**config.mk**
```make
export PLATFORM = sky130hd
export DESIGN_NAME = apb_cmd_master
export DESIGN_NICKNAME = d
export VERILOG_FILES = /design/src/rtl/apb_cmd_master.sv
export SDC_FILE = /design/constraint.sdc
export NUM_CORES = 1
export LEC_CHECK = 0
export ABC_AREA = 1
export BUFFER_PORTS_ARGS = -buffer_cell sky130_fd_sc_hd__buf_2
export CAP_MARGIN = 5
export CORE_UTILIZATION = 28
export CTS_BUF_LIST = sky130_fd_sc_hd__clkbuf_16
export DETAILED_ROUTE_END_ITERATION = 16
export HOLD_SLACK_MARGIN = 0.12
export SKIP_LAST_GASP = 1
export SYNTH_ARGS = -nofsm -noshare
export SYNTH_HDL_FRONTEND = slang
export SYNTH_SLANG_ARGS = --single-unit
```
**constraint.sdc**
```tcl
create_clock -name clk_in -period 2 [get_ports clk_in]
set_input_delay 0 -clock clk_in [delete_from_list [all_inputs] [get_ports clk_in]]
set_output_delay 0 -clock clk_in [all_outputs]
set_load 0.01 [all_outputs]
```
**src/rtl/apb_cmd_master.sv**
```systemverilog
// APB3 initiator: one valid/ready command becomes one APB transfer and one response.
// Latency: accept t, SETUP t+1, ACCESS t+2 (+1 per wait state), response valid t+3.
// Backpressure: a held response blocks new commands; one transfer outstanding at most.
module apb_cmd_master #(
    parameter int ADDR_W         = 32,
    parameter int DATA_W         = 32,
    parameter int TIMEOUT_CYCLES = 255
) (
    input  logic              clk_in,
    input  logic              reset_int,
    input  logic              cmd_valid,
    output logic              cmd_ready,
    input  logic              cmd_write,
    input  logic [ADDR_W-1:0] cmd_addr,
    input  logic [DATA_W-1:0] cmd_wdata,
    output logic              rsp_valid,
    input  logic              rsp_ready,
    output logic [DATA_W-1:0] rsp_rdata,
    output logic              rsp_err,
    output logic              rsp_timeout,
    output logic [ADDR_W-1:0] PADDR,
    output logic              PSEL,
    output logic              PENABLE,
    output logic              PWRITE,
    output logic [DATA_W-1:0] PWDATA,
    input  logic [DATA_W-1:0] PRDATA,
    input  logic              PREADY,
    input  logic              PSLVERR
);

    localparam bit TO_EN = (TIMEOUT_CYCLES != 0);
    localparam int CNT_W = TO_EN ? $clog2(TIMEOUT_CYCLES + 1) : 1;
    localparam logic [CNT_W-1:0] CNT_LAST = CNT_W'(TO_EN ? TIMEOUT_CYCLES - 1 : 0);

    typedef enum logic [1:0] {
        IDLE,
        SETUP,
        ACCESS,
        RESP
    } state_t;

    state_t           state;
    state_t           state_nxt;
    logic [CNT_W-1:0] wait_cnt;
    logic             accept;
    logic             done;
    logic             abort;

    always_ff @(posedge clk_in) begin
        if (reset_int) begin
            state <= IDLE;
        end else begin
            state <= state_nxt;
        end
    end

    always_comb begin
        state_nxt = state;
        cmd_ready = 1'b0;
        PSEL      = 1'b0;
        PENABLE   = 1'b0;
        rsp_valid = 1'b0;
        accept    = 1'b0;
        done      = 1'b0;
        abort     = 1'b0;
        case (state)
            IDLE: begin
                cmd_ready = !reset_int;
                if (cmd_valid && !reset_int) begin
                    accept    = 1'b1;
                    state_nxt = SETUP;
                end
            end
            SETUP: begin
                PSEL      = 1'b1;
                state_nxt = ACCESS;
            end
            ACCESS: begin
                PSEL    = 1'b1;
                PENABLE = 1'b1;
                // A ready slave in the final wait cycle still completes normally.
                if (PREADY) begin
                    done      = 1'b1;
                    state_nxt = RESP;
                end else if (TO_EN && (wait_cnt == CNT_LAST)) begin
                    abort     = 1'b1;
                    state_nxt = RESP;
                end
            end
            RESP: begin
                rsp_valid = 1'b1;
                if (rsp_ready) begin
                    state_nxt = IDLE;
                end
            end
            default: state_nxt = IDLE;
        endcase
    end

    always_ff @(posedge clk_in) begin
        if (reset_int) begin
            PADDR       <= '0;
            PWDATA      <= '0;
            PWRITE      <= 1'b0;
            wait_cnt    <= '0;
            rsp_rdata   <= '0;
            rsp_err     <= 1'b0;
            rsp_timeout <= 1'b0;
        end else begin
            if (accept) begin
                PADDR  <= cmd_addr;
                PWDATA <= cmd_wdata;
                PWRITE <= cmd_write;
            end
            // Counter tops out at TIMEOUT_CYCLES on the abort cycle, so it never wraps.
            if (state == SETUP) begin
                wait_cnt <= '0;
            end else if (TO_EN && (state == ACCESS) && !PREADY) begin
                wait_cnt <= wait_cnt + CNT_W'(1);
            end
            if (done) begin
                rsp_rdata   <= PWRITE ? '0 : PRDATA;
                rsp_err     <= PSLVERR;
                rsp_timeout <= 1'b0;
            end else if (abort) begin
                rsp_rdata   <= '0;
                rsp_err     <= 1'b1;
                rsp_timeout <= 1'b1;
            end
        end
    end

endmodule

```
==> metrics.cfg, run 1 <==
[status]
outcome = finished, final reports clean

[drt]
number_of_vias_per_cell = 4.37
remaining_drc_errors = 0
vias = 4376
detail-route-antenna-nets = 0
drt_iter0_drc = 187
post_drt_wl_per_cell_um = 12.2
drt-pass1-iter-count = 4
wirelength_mm = 12.2

[worst_setup_path]
critical_path.top_delay_family = buffers and inverters
crit_path_max_incr_delay_ps = 570
crit_path_frequent_cell = sky130_fd_sc_hd__inv_1
critPathSlowestCell = sky130_fd_sc_hd__dlygate4sd3_1
required_ps = 2290
endpoint_kind = flop
startpoint_kind_of_the_worst_setup_timing_path = flop
worstPathBufferInverterCount = 3
setup.worst_path.class = reg2reg
worst_ep_arrival_ps = 2100
path_max_fanout = 6
critical_path.cell_chain = inv_1 > ha_1 > inv_1 > nor2_4 > nand2_1 > dlygate4sd3_1 > o21ai_1

[timing]
finClkSkew_ps = 9.35
setup_tns_ps = 0
max_slew.worst_pin.slew_ps = 736
final-max-slew-violation-count = 0
post-route-period-util = 0.909
fin_crit_ps = 1820
setup_violations = 0
slew_headroom = 0.510
timing.final.hold_violations = 0
setup_repair_after_global_routing_missed_its_margin = no
clock.fmax_mhz = 550

[min_path]
hold_path.class = in2reg

[floorplanning]
fp.dieArea_mm2 = 0.0154
coreArea_mm2 = 0.0145
chipWidth_um = 124
die-height_um = 124
number_of_rows_created_at_floorplan = 44
ioPinCount = 206
start_util = 0.288

[clocking]
cts_resized = 0
clk_pin_slew_ps = 70
clk_root_buffer_cell = sky130_fd_sc_hd__clkbuf_16
cts.htree.levels = 3
cts_tree = done
cts_max_path_buffers = 2
clock_sink_count = 109
numCtsBuffers = 9
worstSkewPairLatency_ps = 350

[place]
detailed_place_hpwl_mm = 7.20
dpl.cell_count = 882
io_buffer_count = 205
place.gp.congestion = 0.746

[synthesis]
post_synth_num_cell_types = 26
synthesis.area_mm2 = 0.00419
yosys_warnings = 0
post_synth_main_area_contributors = sky130_fd_sc_hd__dfxtp_1, sky130_fd_sc_hd__nand2_1, sky130_fd_sc_hd__o21ai_1, sky130_fd_sc_hd__a21oi_1, sky130_fd_sc_hd__nand3_1
synthDominantAreaCellType = sky130_fd_sc_hd__dfxtp_1
synth_top_cell_area_share = 0.521
synth_async_sr_flop_share = 0
count_of_mapped_cells_out_of_synthesis = 521
syn_nets = 631
synth_enable_flop_cells = 0
count_of_state_elements_after_synthesis = 109
dominantRegCellSynth = sky130_fd_sc_hd__dfxtp_1
synth_sequential_area_ratio = 0.521
postSynthAreaPerCell_um2 = 8.04

[pwr]
power.share.clock = 0.312
internal_power_mw = 4.50
power-per-cell-area_mw_per_mm2 = 978
comb_power_share = 0.271
vdd_ir_drop_max_mv = 0.423
netSwitchingFraction = 0.306
switchingPower_mw = 1.99
p_leak_nw = 3.00
power.share.sequential = 0.416

[run]
cap_viol_max_count = 0

[cells_and_area]
diodes = 0
post_route_cells_drive_above_1_share = 0.292
nNetsFinal = 923
finish.utilization = 0.457
layout-area-overhead-vs-synth_pct = 58.7
nFillCells = 1399
layoutNonFillerInstCount = 1002

[grt]
pin_count_of_the_biggest_net_entering_global_routing = 69
grt_use_total = 0.161
antenna_found_initial = 0
grt_first_pass_wirelength_mm = 20.4
first_global_vias = 4289
globalRouteOverflowTotal = 0

cells by family after synthesis:
family,Yosys count,share of synthesized area
buf+inv,52,0.0795
fa+ha+maj,7,0.0209
flops,109,0.521
compound gates,112,0.137
simple gates,241,0.242
worst register-to-register path, delay by kind of cell, from the launching register on:
family          cells  cell delay [ps]
compound gates      1               70
fa+ha+maj           1              200
buf+inv             3              780
flops               1              340
simple gates        2              380
worst paths after layout:
check	startpoint	to	slack [ps]	cells after the start
setup / recovery	state[0]	PADDR[27]	180	7
hold / removal	rsp_ready	state[0]	190	5
setup reg to reg	state[0]	PADDR[27]	180	7
hold reg to reg	rsp_timeout	rsp_timeout	460	2
power groups by stage:
stage / Sequential, mW / Clock [mW] / Combinational, mW
after floorplan: 2.89 / 0 / 0.868
after global placement: 2.74 / 0 / 1.58
after detailed placement: 2.74 / 0 / 1.59
after CTS: 2.70 / 2.09 / 1.76
after global routing: 2.75 / 2.20 / 1.96
final: 2.70 / 2.03 / 1.76
cells in the final DEF (no fill, tap or decap), types with 4 or more instances in the layout:
| cell type | netlist | final |
|---|---|---|
| sky130_fd_sc_hd__a21oi_1 | 41 | 41 |
| sky130_fd_sc_hd__buf_2 | 6 | 205 |
| sky130_fd_sc_hd__clkbuf_16 | 0 | 9 |
| sky130_fd_sc_hd__dfxtp_1 | 109 | 109 |
| sky130_fd_sc_hd__dlygate4sd3_1 | 0 | 104 |
| sky130_fd_sc_hd__ha_1 | 7 | 7 |
| sky130_fd_sc_hd__inv_1 | 15 | 16 |
| sky130_fd_sc_hd__nand2_1 | 181 | 181 |
| sky130_fd_sc_hd__nand3_1 | 36 | 36 |
| sky130_fd_sc_hd__nor2_1 | 14 | 14 |
| sky130_fd_sc_hd__o21ai_0 | 4 | 4 |
| sky130_fd_sc_hd__o21ai_1 | 65 | 65 |
sequential cells by signal, indices dropped and copies added (netlist names):
| register | cells |
|---|---|
| wait_cnt | 8 |
| state | 2 |
| PWRITE | 1 |
| rsp_timeout | 1 |
| rsp_err | 1 |
| PWDATA | 32 |
| rsp_rdata | 32 |
| PADDR | 32 |
cells in the mapped netlist, types with 2 or more instances:
cell type / instances
sky130_fd_sc_hd__nand3_1: 36
sky130_fd_sc_hd__inv_2: 2
sky130_fd_sc_hd__nor2_1: 14
sky130_fd_sc_hd__a21oi_1: 41
sky130_fd_sc_hd__clkbuf_1: 9
sky130_fd_sc_hd__buf_6: 15
sky130_fd_sc_hd__nand2_2: 2
sky130_fd_sc_hd__o21ai_0: 4
sky130_fd_sc_hd__nand2_1: 181
sky130_fd_sc_hd__inv_1: 15
sky130_fd_sc_hd__buf_2: 6
sky130_fd_sc_hd__buf_4: 4
sky130_fd_sc_hd__o21ai_1: 65
sky130_fd_sc_hd__ha_1: 7
sky130_fd_sc_hd__dfxtp_1: 109
through the flow:
step	hold WS, ps	total power [mW]	area [um^2]	setup slack [ps]
5_1_grt	234	6.90	6640	30.0
3_3_place_gp	203	4.32	5260	321
2_1_floorplan	119	3.76	4190	524
6_report	189	6.49	6640	182
3_5_place_dp	210	4.33	5260	235
4_1_cts	179	6.55	6640	156
routing by layer:
layer,part of all wire,vias to the layer above,track usage
li1,-,2278,-
met1,0.46,1918,0.201
met5,0,-,0
met4,0.014,0,0.0631
met3,0.056,17,0.0352
met2,0.47,163,0.267
area by class of cell:
| class | instances | area (um^2) | share of cell area |
|---|---|---|---|
| Clock inverter | 7 | 115 | 0.0173 |
| Clock buffer | 9 | 225 | 0.0339 |
| Sequential cell | 109 | 2180 | 0.328 |
| Multi-Input combinational cell | 360 | 1670 | 0.252 |
| Inverter | 18 | 70.1 | 0.0105 |
| Timing Repair Buffer | 315 | 2150 | 0.324 |
| Tap cell | 184 | 230 | 0.0347 |
timing repair:
action / CTS / global route
hold endpoints to repair: 100 / 0
hold buffers: 104 / 0
setup buffers: 0 / 0
Note: power is estimated with default switching activity, not from simulation.
==> inputs of run 2 (changes only) <==
--- a/config.mk
+++ b/config.mk
@@ -5,12 +5,12 @@
 export SDC_FILE = /design/constraint.sdc
 export NUM_CORES = 1
 export LEC_CHECK = 0
-export ABC_AREA = 1
 export BUFFER_PORTS_ARGS = -buffer_cell sky130_fd_sc_hd__buf_2
 export CAP_MARGIN = 5
 export CORE_UTILIZATION = 28
 export CTS_BUF_LIST = sky130_fd_sc_hd__clkbuf_16
 export DETAILED_ROUTE_END_ITERATION = 16
+export GPL_ROUTABILITY_DRIVEN = 0
 export HOLD_SLACK_MARGIN = 0.12
 export SKIP_LAST_GASP = 1
 export SYNTH_ARGS = -nofsm -noshare
==> run 2 against run 1 <==
Net effect: die area fell by 3.6%; sequential share of layout area rose by 0.77 points; register-to-register slack got worse by 40 ps; critical endpoint is now rsp_rdata[17]; final area fell by 2.3%; routed wire length fell by 3.2%; highest routed layer unchanged; largest power group unchanged; global-route usage fell by 0.74 points.
==> metrics.cfg, run 2 <==
[status]
outcome = finished, final reports clean

[synthesis]
syn_nets = 536
synthesis.area_mm2 = 0.00403
yosys_warnings = 0
synth_top_cell_area_share = 0.541
synth_sequential_area_ratio = 0.541
synthTopCellsByCount = sky130_fd_sc_hd__dfxtp_1, sky130_fd_sc_hd__nand2_1, sky130_fd_sc_hd__nand2b_1, sky130_fd_sc_hd__o21ai_0, sky130_fd_sc_hd__a22o_1
dominantRegCellSynth = sky130_fd_sc_hd__dfxtp_1
postSynthAreaPerCell_um2 = 9.47
synth_enable_flop_cells = 0
synthDominantAreaCellType = sky130_fd_sc_hd__dfxtp_1
post_synth_num_cell_types = 34
post-synth-top-count-cell = sky130_fd_sc_hd__dfxtp_1
post_synth_main_area_contributors = sky130_fd_sc_hd__dfxtp_1, sky130_fd_sc_hd__nand2b_1, sky130_fd_sc_hd__o21ai_0, sky130_fd_sc_hd__a22o_1, sky130_fd_sc_hd__nand2_1
synth_async_sr_flop_share = 0
count_of_state_elements_after_synthesis = 109
count_of_mapped_cells_out_of_synthesis = 426

[clocking]
numCtsBuffers = 9
cts_max_path_buffers = 2
worstSkewPairLatency_ps = 340
clk_pin_slew_ps = 70
clk_root_buffer_cell = sky130_fd_sc_hd__clkbuf_16
cts_tree = done
clock_sink_count = 109
cts.htree.levels = 3

[place]
postPlaceCellArea_mm2 = 0.00518
post-place-ws_ps = -18.8
io_buffer_count = 205
detailed_place_hpwl_mm = 7.28
dpl.cell_count = 787

[worst_setup_path]
critical_path.cell_chain = inv_1 > ha_1 > nand2_1 > nor3_4 > a22o_1
critical_path.top_delay_family = simple AND/OR/NAND/NOR gates
timing.critical_path.to = rsp_rdata[17]
crit_path_max_incr_delay_ps = 620
r2r_setup_slack_ps = 140
setup.worst_path.class = reg2reg
worst_r2r_endpoint = rsp_rdata[17]
startpoint_kind_of_the_worst_setup_timing_path = flop
required_ps = 2280
path_max_fanout = 16
endpoint_kind = flop
critical_path.startpoint = state[0]
critPathSlowestCell = sky130_fd_sc_hd__nor3_4
r2r.worst_path.cells = 5
path_depth = 5
worstPathBufferInverterCount = 1
r2r_start = state[0]
worst_ep_arrival_ps = 2140

[drt]
detail-route-antenna-nets = 0
wirelength_mm = 11.8
vias = 4050
drt-pass1-iter-count = 4
post_drt_wl_per_cell_um = 13.1
drt_iter0_drc = 176
number_of_vias_per_cell = 4.48
remaining_drc_errors = 0

[cells_and_area]
nNetsFinal = 830
layout-area-overhead-vs-synth_pct = 60.9
layout_commonest_cell = sky130_fd_sc_hd__buf_2
largest_registers_ranked_by_flip_flop_count = PADDR x32, PWDATA x32, rsp_rdata x32
layoutNonFillerInstCount = 904
final_cell_area_mm2 = 0.00649
nFillCells = 1313
most-common-layout-cells = sky130_fd_sc_hd__buf_2, sky130_fd_sc_hd__dfxtp_1, sky130_fd_sc_hd__dlygate4sd3_1
diodes = 0
post_route_cells_drive_above_1_share = 0.323

[timing]
fin_crit_ps = 1860
clock.fmax_mhz = 538
setup_tns_ps = 0
whs_ps = 171
max_slew.worst_pin.slew_ps = 726
post-route-period-util = 0.930
layout_setup_ws_ps = 140
timing.final.hold_violations = 0
slew_headroom = 0.515
setup_repair_after_global_routing_missed_its_margin = no
final-max-slew-violation-count = 0
finClkSkew_ps = 4.20
setup_violations = 0

[min_path]
hold_path.class = in2reg

[pwr]
power-per-cell-area_mw_per_mm2 = 942
vdd_ir_drop_max_mv = 0.362
p_leak_nw = 2.97

[floorplanning]
number_of_rows_created_at_floorplan = 43
fp.dieArea_mm2 = 0.0149
ioPinCount = 206
start_util = 0.288
chipWidth_um = 122
coreArea_mm2 = 0.0140
die-height_um = 122

[grt]
first_global_vias = 3880
antenna_found_initial = 0
grt_first_pass_wirelength_mm = 17.9
globalRouteOverflowTotal = 0
grt_use_total = 0.153
pin_count_of_the_biggest_net_entering_global_routing = 69

[run]
cap_viol_max_count = 0

run 2: report_power, final:
part | leakage, nW | internal [mW] | total [mW] | switching (mW)
Clock | 0.142 | 0.954 | 1.72 | 0.766
Combinational | 1.93 | 0.772 | 1.65 | 0.881
Sequential | 0.890 | 2.53 | 2.74 | 0.210
run 2: cells by family after synthesis:
kind of cell | Yosys count | share of synthesized area
AOI/OAI and AO/OA | 109 | 0.172
xor gates and xnor gates | 7 | 0.0152
and+or+nand+nor | 161 | 0.203
buffers and inverters | 33 | 0.0471
DFF | 109 | 0.541
adders and majority gates | 7 | 0.0217
run 2: tightest hold or removal path, stage by stage:
cell	delay, ps
sky130_fd_sc_hd__buf_2	110
sky130_fd_sc_hd__nand2b_1	80
sky130_fd_sc_hd__a21oi_2	80
sky130_fd_sc_hd__a21oi_1	130
sky130_fd_sc_hd__a211oi_1	60
run 2: metal layers:
metal  vias to the layer above  global-route usage  routed length (um)
met3                        15              0.0417                 954
li1                       2017                   -                   -
met4                         0              0.0671                 195
met5                         -                   0                   0
met2                       158               0.277                5810
met1                      1860               0.165                4860
run 2: worst min-delay path by stage:
stage,start,end,slack [ps],cells past startpoint
final,cmd_valid,state[0],170,5
after CTS,cmd_valid,state[0],150,5
after global routing,cmd_valid,state[0],200,5
after detailed placement,cmd_addr[21],PADDR[21],200,3
after floorplan,reset_int,cmd_ready,50,1
after global placement,cmd_wdata[1],PWDATA[1],190,3
run 2: what timing repair did:
item                       CTS  global route
hold endpoints to repair   101             0
hold buffers               101             0
gates resized for setup      1             0
setup buffers                0             0
setup endpoints to repair   32             0
run 2: per-stage QoR:
stage	utilization	power (mW)
finish	0.464	6.12
global route	0.464	6.49
CTS	0.464	6.18
detailed placement	0.371	4.25
global placement	0.371	4.21
floorplan	-	3.63
run 2: area by class of cell:
class,instances,area [um^2],area share
Clock buffer,9,225,0.0347
Clock inverter,6,55.1,0.00848
Inverter,3,11.3,0.00173
Multi-Input combinational cell,285,1690,0.260
Sequential cell,109,2180,0.336
Tap cell,180,225,0.0347
Timing Repair Buffer,312,2110,0.325
==> inputs of run 3 (changes only) <==
--- a/config.mk
+++ b/config.mk
@@ -11,6 +11,7 @@
 export CTS_BUF_LIST = sky130_fd_sc_hd__clkbuf_16
 export DETAILED_ROUTE_END_ITERATION = 16
 export GPL_ROUTABILITY_DRIVEN = 0
+export GPL_TIMING_DRIVEN = 1
 export HOLD_SLACK_MARGIN = 0.12
 export SKIP_LAST_GASP = 1
 export SYNTH_ARGS = -nofsm -noshare
==> constraint.sdc (replaced) <==
create_clock -name clk_in -period 2 [get_ports clk_in]
set_input_delay 0.1 -clock clk_in [delete_from_list [all_inputs] [get_ports clk_in]]
set_output_delay 0.1 -clock clk_in [all_outputs]
set_load 0.01 [all_outputs]
==> run 3 against run 2 <==
Net effect: clock skew rose by 2.3 ps; flip-flop and latch count unchanged; power rose by 0.98%; setup slack gained 53 ps; clock power is 4% higher; worst hold slack better by 24 ps; utilization barely moved; die area did not move.
==> metrics.cfg, run 3 (synthesis gave the netlist of run 2 again) <==
[min_path]
hold_path.class = in2reg

[worst_setup_path]
endpoint_kind = flop
r2r_setup_slack_ps = 190
path_max_fanout = 16
required_ps = 2290
worst_ep_arrival_ps = 2090
setup.worst_path.class = reg2reg
startpoint_kind_of_the_worst_setup_timing_path = flop

[pwr]
p_leak_nw = 2.96
power.total_mw = 6.18
power-per-cell-area_mw_per_mm2 = 952
vdd_ir_drop_max_mv = 0.520

[cells_and_area]
layout-area-overhead-vs-synth_pct = 60.9
nNetsFinal = 828
layoutNonFillerInstCount = 903
diodes = 0
layout_commonest_cell = sky130_fd_sc_hd__buf_2
most-common-layout-cells = sky130_fd_sc_hd__buf_2, sky130_fd_sc_hd__dfxtp_1, sky130_fd_sc_hd__dlygate4sd3_1
finish.utilization = 0.464
post_route_cells_drive_above_1_share = 0.328
final_cell_area_mm2 = 0.00649
largest_registers_ranked_by_flip_flop_count = PADDR x32, PWDATA x32, rsp_rdata x32

[drt]
drt-pass1-iter-count = 4
post_drt_wl_per_cell_um = 13.2
vias = 4021
detail-route-antenna-nets = 0
number_of_vias_per_cell = 4.45
wirelength_mm = 11.9
remaining_drc_errors = 0
drt_iter0_drc = 148

[clocking]
cts.htree.levels = 3
clk_root_buffer_cell = sky130_fd_sc_hd__clkbuf_16
clk_pin_slew_ps = 70
worstSkewPairLatency_ps = 340
numCtsBuffers = 9
cts_max_path_buffers = 2
clock_sink_count = 109
cts_tree = done

[grt]
globalRouteOverflowTotal = 0
first_global_vias = 3771
grt_use_total = 0.156
grt_first_pass_wirelength_mm = 18.2
antenna_found_initial = 0
pin_count_of_the_biggest_net_entering_global_routing = 69

[timing]
fin_crit_ps = 1810
setup_tns_ps = 0
layout_setup_ws_ps = 193
whs_ps = 196
slew_headroom = 0.532
post-route-period-util = 0.903
finClkSkew_ps = 6.48
setup_violations = 0
max_slew.worst_pin.slew_ps = 699
timing.final.hold_violations = 0
final-max-slew-violation-count = 0
clock.fmax_mhz = 553
setup_repair_after_global_routing_missed_its_margin = no

[floorplanning]
number_of_rows_created_at_floorplan = 43
start_util = 0.288
chipWidth_um = 122
coreArea_mm2 = 0.0140
fp.dieArea_mm2 = 0.0149
die-height_um = 122
ioPinCount = 206

[place]
postPlaceCellArea_mm2 = 0.00518
dpl.cell_count = 787
post-place-ws_ps = -52.4
detailed_place_hpwl_mm = 7.34
io_buffer_count = 205

[status]
outcome = finished, final reports clean

[run]
cap_viol_max_count = 0

-- run 3: routing by layer --
layer	up-vias	GRT usage	part of all wire
met5	-	0	0
met4	0	0.0579	0.018
met1	1825	0.176	0.41
met2	170	0.275	0.49
met3	19	0.0459	0.079
li1	2007	-	-
-- run 3: timing repair --
item,4_1_cts,5_1_grt
hold buffers,99,0
setup endpoints to repair,32,0
buffers inserted,0,0
hold endpoints to repair,99,0
gates resized for setup,1,0
-- run 3: worst paths after layout --
| path | startpoint | end | cells past startpoint |
|---|---|---|---|
| max | state[0] | rsp_rdata[23] | 5 |
| max reg2reg | state[0] | rsp_rdata[23] | 5 |
| min | rsp_ready | state[0] | 4 |
| min reg2reg | PWDATA[22] | PWDATA[22] | 2 |
-- run 3: where the power goes --
group | internal, mW | switching (mW)
clock | 0.979 | 0.815
combinational | 0.758 | 0.886
sequential | 2.53 | 0.206
total | 4.27 | 1.91
-- run 3: final cells by class --
class / count / area, um^2
clock buffer: 9 / 225
clock inverter: 7 / 73.8
fill: 1278 / 7500
inverter: 3 / 11.3
multi-input combinational: 285 / 1690
sequential: 109 / 2180
tap: 180 / 225
timing repair buffer: 310 / 2090
-- run 3: critical path, stage by stage, from the launching register on --
cell	delay, ps
sky130_fd_sc_hd__dfxtp_1	340
sky130_fd_sc_hd__inv_1	110
sky130_fd_sc_hd__ha_1	250
sky130_fd_sc_hd__nand2_1	200
sky130_fd_sc_hd__nor3_4	590
sky130_fd_sc_hd__a22o_1	260
